`src/rtl/i_adap_quan_pkg.sv`:
```
// Shared types, rate encodings and DQLN reconstruction tables for the
// pipelined inverse adaptive quantizer.
package i_adap_quan_pkg;

   localparam logic [1:0] RATE_32K = 2'b00;
   localparam logic [1:0] RATE_24K = 2'b01;
   localparam logic [1:0] RATE_16K = 2'b10;
   localparam logic [1:0] RATE_40K = 2'b11;

   typedef logic [11:0] dql_t;
   typedef logic [15:0] d_t;

   typedef struct packed {
      logic dqs;
      dql_t dqln;
   } recon_t;

   // Indexed by magnitude code; 2048 sets DS and forces a zero magnitude.
   localparam dql_t DQLN_40K [16] = '{
      12'd2048, 12'd4030, 12'd28,  12'd104, 12'd169, 12'd224, 12'd274, 12'd318,
      12'd358,  12'd395,  12'd429, 12'd459, 12'd488, 12'd514, 12'd539, 12'd566};
   localparam dql_t DQLN_32K [8] = '{
      12'd2048, 12'd4, 12'd135, 12'd213, 12'd273, 12'd323, 12'd373, 12'd425};
   localparam dql_t DQLN_24K [4] = '{12'd2048, 12'd135, 12'd273, 12'd373};
   localparam dql_t DQLN_16K [2] = '{12'd116, 12'd365};

   // Negative codewords are one's-complemented to reach the magnitude index.
   function automatic recon_t reconstruct(input logic [1:0] rate, input logic [4:0] code);
      recon_t     r;
      logic [3:0] mag;
      r   = '0;
      mag = '0;
      case (rate)
         RATE_40K: begin
            r.dqs  = code[4];
            mag    = code[4] ? ~code[3:0] : code[3:0];
            r.dqln = DQLN_40K[mag];
         end
         RATE_32K: begin
            r.dqs    = code[3];
            mag[2:0] = code[3] ? ~code[2:0] : code[2:0];
            r.dqln   = DQLN_32K[mag[2:0]];
         end
         RATE_24K: begin
            r.dqs    = code[2];
            mag[1:0] = code[2] ? ~code[1:0] : code[1:0];
            r.dqln   = DQLN_24K[mag[1:0]];
         end
         default: begin
            r.dqs  = code[1];
            mag[0] = code[1] ? ~code[0] : code[0];
            r.dqln = DQLN_16K[mag[0]];
         end
      endcase
      return r;
   endfunction

endpackage

```
`src/rtl/i_adap_quan_antilog.sv`:
```
// Combinational log-to-linear conversion: {DQS, DQL} -> 16-bit sign-magnitude D.
module i_adap_quan_antilog
   import i_adap_quan_pkg::*;
(
   input  dql_t dql_i,
   input  logic dqs_i,
   output d_t   d_o
);

   logic        ds;
   logic [3:0]  dex;
   logic [6:0]  dmn;
   logic [15:0] wide;
   logic [3:0]  sh;
   logic [14:0] mag_raw;

   assign ds  = dql_i[11];
   assign dex = dql_i[10:7];
   assign dmn = dql_i[6:0];

   // {DQT,8'b0} >> (15-DEX) equals (DQT<<7)>>(14-DEX), and also covers DEX=15
   // as a one-bit left shift that is then truncated to 15 bits.
   assign wide    = {1'b1, dmn, 8'b0};
   assign sh      = 4'd15 - dex;
   assign mag_raw = 15'(wide >> sh);

   assign d_o = {dqs_i, (ds ? 15'd0 : mag_raw)};

endmodule

```
`src/rtl/i_adap_quan_pipe.sv`:
```
// Pipelined multi-channel inverse adaptive quantizer with valid/ready stalls.
// Define I_ADAP_QUAN_PIPE_OREG_EN to add a registered output stage (S3).
module i_adap_quan_pipe
   import i_adap_quan_pkg::*;
#(
   parameter int NCH = 32,
   parameter int CHW = $clog2(NCH)
)(
   input  logic           clk_i,
   input  logic           rst_n_i,
   input  logic           in_valid_i,
   output logic           in_ready_o,
   input  logic [4:0]     i_i,
   input  logic [12:0]    y_i,
   input  logic [1:0]     rate_i,
   input  logic [CHW-1:0] ch_i,
   output logic           out_valid_o,
   input  logic           out_ready_i,
   output logic [15:0]    d_o,
   output logic [CHW-1:0] ch_out_o,
   output logic           err_o
);

   localparam logic [CHW:0] NCH_W = (CHW+1)'(NCH);

   recon_t         recon;
   dql_t           dql_in;
   logic           ch_legal;
   logic           accept;
   logic           s1_load;
   logic           s2_load;
   d_t             antilog_d;
   logic           unused_y;

   logic           s1_valid_q, s1_valid_d;
   logic           s1_dqs_q,   s1_dqs_d;
   dql_t           s1_dql_q,   s1_dql_d;
   logic [CHW-1:0] s1_ch_q,    s1_ch_d;
   logic           s2_valid_q, s2_valid_d;
   d_t             s2_d_q,     s2_d_d;
   logic [CHW-1:0] s2_ch_q,    s2_ch_d;
   logic           err_q,      err_d;

   assign unused_y = ^y_i[1:0];

   always_comb begin
      recon  = reconstruct(rate_i, i_i);
      dql_in = recon.dqln + dql_t'(y_i[12:2]);
   end

   assign ch_legal = ({1'b0, ch_i} < NCH_W);

`ifdef I_ADAP_QUAN_PIPE_OREG_EN
   logic           s3_load;
   logic           s3_valid_q, s3_valid_d;
   d_t             s3_d_q,     s3_d_d;
   logic [CHW-1:0] s3_ch_q,    s3_ch_d;

   assign s3_load = !s3_valid_q | out_ready_i;
   assign s2_load = !s2_valid_q | s3_load;

   always_comb begin
      s3_valid_d = s3_valid_q;
      s3_d_d     = s3_d_q;
      s3_ch_d    = s3_ch_q;
      if (s3_load) begin
         s3_valid_d = s2_valid_q;
         if (s2_valid_q) begin
            s3_d_d  = s2_d_q;
            s3_ch_d = s2_ch_q;
         end
      end
   end

   always_ff @(posedge clk_i or negedge rst_n_i) begin
      if (!rst_n_i) begin
         s3_valid_q <= 1'b0;
         s3_d_q     <= '0;
         s3_ch_q    <= '0;
      end else begin
         s3_valid_q <= s3_valid_d;
         s3_d_q     <= s3_d_d;
         s3_ch_q    <= s3_ch_d;
      end
   end

   assign out_valid_o = s3_valid_q;
   assign d_o         = s3_d_q;
   assign ch_out_o    = s3_ch_q;
`else
   assign s2_load     = !s2_valid_q | out_ready_i;
   assign out_valid_o = s2_valid_q;
   assign d_o         = s2_d_q;
   assign ch_out_o    = s2_ch_q;
`endif

   // Each stage loads when empty or draining, so bubbles collapse.
   assign s1_load    = !s1_valid_q | s2_load;
   assign in_ready_o = s1_load;
   assign accept     = in_valid_i & s1_load;

   i_adap_quan_antilog u_antilog (
      .dql_i (s1_dql_q),
      .dqs_i (s1_dqs_q),
      .d_o   (antilog_d)
   );

   always_comb begin
      s1_valid_d = s1_valid_q;
      s1_dqs_d   = s1_dqs_q;
      s1_dql_d   = s1_dql_q;
      s1_ch_d    = s1_ch_q;
      s2_valid_d = s2_valid_q;
      s2_d_d     = s2_d_q;
      s2_ch_d    = s2_ch_q;
      err_d      = err_q | (accept & !ch_legal);

      // Out-of-range tags are accepted but never marked valid.
      if (s1_load) begin
         s1_valid_d = accept & ch_legal;
      end
      if (accept & ch_legal) begin
         s1_dqs_d = recon.dqs;
         s1_dql_d = dql_in;
         s1_ch_d  = ch_i;
      end

      if (s2_load) begin
         s2_valid_d = s1_valid_q;
         if (s1_valid_q) begin
            s2_d_d  = antilog_d;
            s2_ch_d = s1_ch_q;
         end
      end
   end

   always_ff @(posedge clk_i or negedge rst_n_i) begin
      if (!rst_n_i) begin
         s1_valid_q <= 1'b0;
         s1_dqs_q   <= 1'b0;
         s1_dql_q   <= '0;
         s1_ch_q    <= '0;
         s2_valid_q <= 1'b0;
         s2_d_q     <= '0;
         s2_ch_q    <= '0;
         err_q      <= 1'b0;
      end else begin
         s1_valid_q <= s1_valid_d;
         s1_dqs_q   <= s1_dqs_d;
         s1_dql_q   <= s1_dql_d;
         s1_ch_q    <= s1_ch_d;
         s2_valid_q <= s2_valid_d;
         s2_d_q     <= s2_d_d;
         s2_ch_q    <= s2_ch_d;
         err_q      <= err_d;
      end
   end

   assign err_o = err_q;

endmodule

```
`config.mk`:
```
export PLATFORM = sky130hd
export DESIGN_NAME = i_adap_quan_pipe
export DESIGN_NICKNAME = d
export VERILOG_FILES = /design/src/rtl/i_adap_quan_pkg.sv /design/src/rtl/i_adap_quan_antilog.sv /design/src/rtl/i_adap_quan_pipe.sv
export SDC_FILE = /design/constraint.sdc
export NUM_CORES = 1
export LEC_CHECK = 0
export BUFFER_PORTS_ARGS = -buffer_cell sky130_fd_sc_hd__buf_2
export CAP_MARGIN = 25
export CORE_AREA = 2 2 102 104
export DETAILED_ROUTE_END_ITERATION = 7
export DIE_AREA = 0 0 104 106
export GPL_TIMING_DRIVEN = 0
export PLACE_DENSITY = 0.54
export SLEW_MARGIN = 0
export SYNTH_ARGS = -nofsm -noshare
export SYNTH_HDL_FRONTEND = slang
export SYNTH_HIERARCHICAL = 1
export SYNTH_SLANG_ARGS = --single-unit
```
`constraint.sdc`:
```
create_clock -name clk_i -period 2.35 [get_ports clk_i]
set_clock_uncertainty 0.2 [all_clocks]
set_input_delay 0.3525 -clock clk_i [delete_from_list [all_inputs] [get_ports clk_i]]
set_output_delay 0.3525 -clock clk_i [all_outputs]
set_load 0.005 [all_outputs]
```
==> flow_summary_export.csv <==
group,metric,value,unit
status,outcome,"finished, violations left",
status,violations,"negative hold slack, negative setup slack",
setup_path,worst-r2r-setup-slack,0.35,ns
timing,maxSlewHeadroom,0.412,
synth,syn_nets,435,
pwr,power_frac_seq,0.329,
pwr,p_sw_frac,0.355,
setup_path,end_kind,"flip-flop",
pwr,p_int,2.04,mW
global_routing,antenna_found_initial,0,
pwr,p_per_area,647,nW/µm²
placement,dpl.cell_count,577,
timing,worst_slack,-0.453,ns
global_routing,grt_overflow_total,0,
synth,avgSynthCellArea,8.57,µm²
synth,synthTopCellsByCount,"dfrtp_1 (41), nand2_1 (39), o21ai_0 (34)",
setup_path,cp.buffers_inverters,4,
synth,yosysMostFrequentCell,"dfrtp_1",
placement,place_congestion,0.939,
global_routing,track_usage,0.172,
clocking,cts_max_level,2,
timing,clock.fmax,0.357,GHz
synth,synthCells,394,
setup_path,max_stage_delay,0.32,ns
setup_path,start_kind,"input port",
timing,rsz0062_at_grt,"true",
clocking,clockBufferDepth,2,
detailed_routing,wl_per_cell,16.5,µm
global_routing,grt_pass1_vias,3180,
final_layout,antennaDiodeCount,0,
timing,setup_tns,-2.91,ns
synth,synth_edf_count,0,
synth,async_flop_share,1.00,
pwr,p_switching,1.12,mW
final_layout,drive_gt1_frac,0.463,
clocking,numClockSinks,41,
detailed_routing,dr.pass1.iters,5,
placement,portBuffers,47,
timing,timing.hold.ws,-0.0295,ns
final_layout,final_nets,532,
floorplanning,dieArea,11000,µm²
pwr,p_clk_frac,0.185,
final_layout,n_fill_cell,947,
clocking,path_clk_slew,0.08,ns
pwr,combPwrFrac,0.486,
detailed_routing,antenna_left,0,
pwr,power.total,3.16,mW
timing,slew_viol_final,0,
global_routing,grt_first_pass_wirelength,15800,µm
setup_path,critPathSlowestCell,"ha_1",
synth,ys_ff_latch,41,
synth,seq_area_frac_synth,0.304,
synth,synth_top_cells_by_area,"dfrtp_1 (30%), mux2_2 (11%), o21ai_0 (5.0%), nand2_1 (4.3%), ha_1 (4.1%)",
detailed_routing,drc,0,
final_layout,post-route-util,0.488,
setup_path,critical_path_required,2.31,ns
setup_path,critPathKind,"in -> reg",
placement,dp_worst_setup_slack,-1.02,ns
final_layout,syn_to_final_growth,44.6,%
timing,fin_crit_sh,1.19,
synth,synth.top_cell.area_share,0.304,
detailed_routing,num_vias,3439,
setup_path,crit_path_cell_trace,"buf_8, buf_8, buf_4, buf_4, nand2b_1, a211oi_1, a31oi_1, nor2_1, ha_1, and3_1, a221o_1, a21oi_2, and4_1, nor3_2",
floorplanning,core,10000,µm²
floorplanning,initial_utilization,0.338,
synth,synth_cell_types,65,
final_layout,design_area,4880,µm²
clocking,cts_tree,"done",
setup_path,crit_fanout,7,
timing,finalHoldViolations,36,
synth,ys_warn_count,6,
floorplanning,boundaryPins,53,
placement,hpwl,6900,µm
detailed_routing,routed_wl,10300,µm
timing,fin_crit,2.80,ns
final_layout,final_cells,628,
synth,ys.flop_type,"dfrtp_1",
clocking,insertion_delay,0.29,ns
clocking,root_buffer,"clkbuf_8",
clocking,numCtsBuffers,5,
flow_run,cap_violations,0,
detailed_routing,routed_via_density,5.48,
pwr,p_leak,2.15,nW
global_routing,grt_start_max_net_pins,42,
timing,setup_violations,9,
setup_path,critical_path_arrival,2.77,ns
pwr,ir_worst_vdd,295,µV
setup_path,critical-path-top-delay-family,"compound AO/OA/AOI/OAI gates",
timing,worst_pin_slew,0.882,ns
placement,dpl_cell_area,3950,µm²
floorplanning,die_w,104,µm
detailed_routing,drtIter0Drc,229,
synth,yosysTopAreaCell,"dfrtp_1",
worst_hold_path,hold_class,"in -> async",
synth,synth_area,3380,µm²
floorplanning,row_count,37,
floorplanning,die_h,106,µm
power groups by stage:
| stage | combinational (mW) | clock, mW | sequential [mW] |
|---|---|---|---|
| floorplan | 0.895 | 0 | 1.04 |
| global route | 1.66 | 0.629 | 1.07 |
| global placement | 1.26 | 0 | 1.05 |
| CTS | 1.41 | 0.601 | 1.04 |
| finish | 1.53 | 0.585 | 1.04 |
| detailed placement | 1.26 | 0 | 1.05 |
kinds of logic after synthesis:
kind of cell / count (synthesis) / share of synthesized area
compound gates: 124 / 0.239
xor+xnor: 12 / 0.0311
fa+ha+maj: 12 / 0.0467
buf+inv: 36 / 0.0489
flops: 41 / 0.304
mux: 41 / 0.140
other cells: 1 / 0.00111
simple gates: 127 / 0.189
worst register-to-register path, cell delays in order (launching register included):
cell,delay [ns]
dfrtp_1,0.41
buf_6,0.17
mux2_4,0.31
o21ai_0,0.36
o22ai_1,0.18
mux2_2,0.27
layout by cell type, fill, tap and decap left out, types with 3 or more instances in the layout:
| cell type | synthesis | routed |
|---|---|---|
| nand3_1 | 8 | 7 |
| o21ai_2 | 0 | 8 |
| a21oi_2 | 0 | 10 |
| mux2_2 | 33 | 32 |
| buf_4 | 2 | 42 |
| o22ai_1 | 14 | 12 |
| nor2b_1 | 7 | 3 |
| clkbuf_1 | 12 | 5 |
| nand3b_1 | 3 | 3 |
| o21a_1 | 3 | 3 |
| nor3_1 | 8 | 7 |
| a31oi_1 | 3 | 3 |
| buf_2 | 12 | 45 |
| o21ai_1 | 1 | 14 |
| xor2_1 | 10 | 10 |
| nor2_4 | 0 | 3 |
| clkbuf_16 | 0 | 3 |
| and3_1 | 4 | 3 |
| nor2_2 | 0 | 5 |
| mux2i_1 | 5 | 5 |
| clkbuf_8 | 0 | 7 |
| o21bai_1 | 3 | 3 |
| inv_1 | 6 | 4 |
| or2_2 | 3 | 3 |
| nand2_1 | 39 | 38 |
| mux2_4 | 2 | 3 |
| nor2b_4 | 0 | 3 |
| o21ai_0 | 34 | 13 |
| buf_8 | 0 | 7 |
| nor2_1 | 26 | 18 |
| ha_2 | 0 | 3 |
| ha_1 | 11 | 4 |
| nand2b_1 | 13 | 12 |
| dfrtp_1 | 41 | 41 |
| nor2b_2 | 2 | 3 |
| a21o_1 | 10 | 10 |
| a21oi_1 | 23 | 13 |
| ha_4 | 0 | 4 |
| buf_6 | 1 | 9 |
metal layers:
layer / vias up / wire length, µm / track usage
met5: - / 0 / 0
met4: 0 / 199 / 0.0463
met3: 19 / 582 / 0.0202
met2: 152 / 4890 / 0.298
met1: 1624 / 4670 / 0.228
li1: 1644 / - / -
worst paths after layout:
check	to	start	cells past startpoint
worst min-delay path	d_o[14]	rst_n_i	1
worst max register to register	d_o[1]	s1_dql_q[8]	5
worst min register to register	ch_out_o[1]	s1_ch_q[1]	1
worst max-delay path	s1_dql_q[11]	i_i[0]	14
min in group clk_i	s1_ch_q[4]	ch_i[4]	2
max in group asynchronous	s1_ch_q[1]	rst_n_i	1
flip-flops by register name, indices dropped and copies added (netlist names):
name,count
s1_dqs_q,1
s1_dql_q,12
s1_ch_q,5
d_o,16
out_valid_o,1
ch_out_o,5
s1_valid_q,1
cell type report:
class                           count  area (µm²)  share of cell area
Buffer                             30         314              0.0643
Clock buffer                        7        86.3              0.0177
Clock inverter                      1        30.0             0.00615
Inverter                            6        25.0             0.00512
Multi-Input combinational cell    317        2570               0.526
Sequential cell                    41        1030               0.210
Tap cell                          136         170              0.0348
Timing Repair Buffer               90         664               0.136
what timing repair did:
action                     4_1_cts  5_1_grt
setup endpoints to repair       11       11
gates cloned                     2        1
hold buffers                     0        0
gates resized for setup         58       66
buffers inserted                29       11
pin swaps                       42       40
Power figures use the tool's default switching activity.
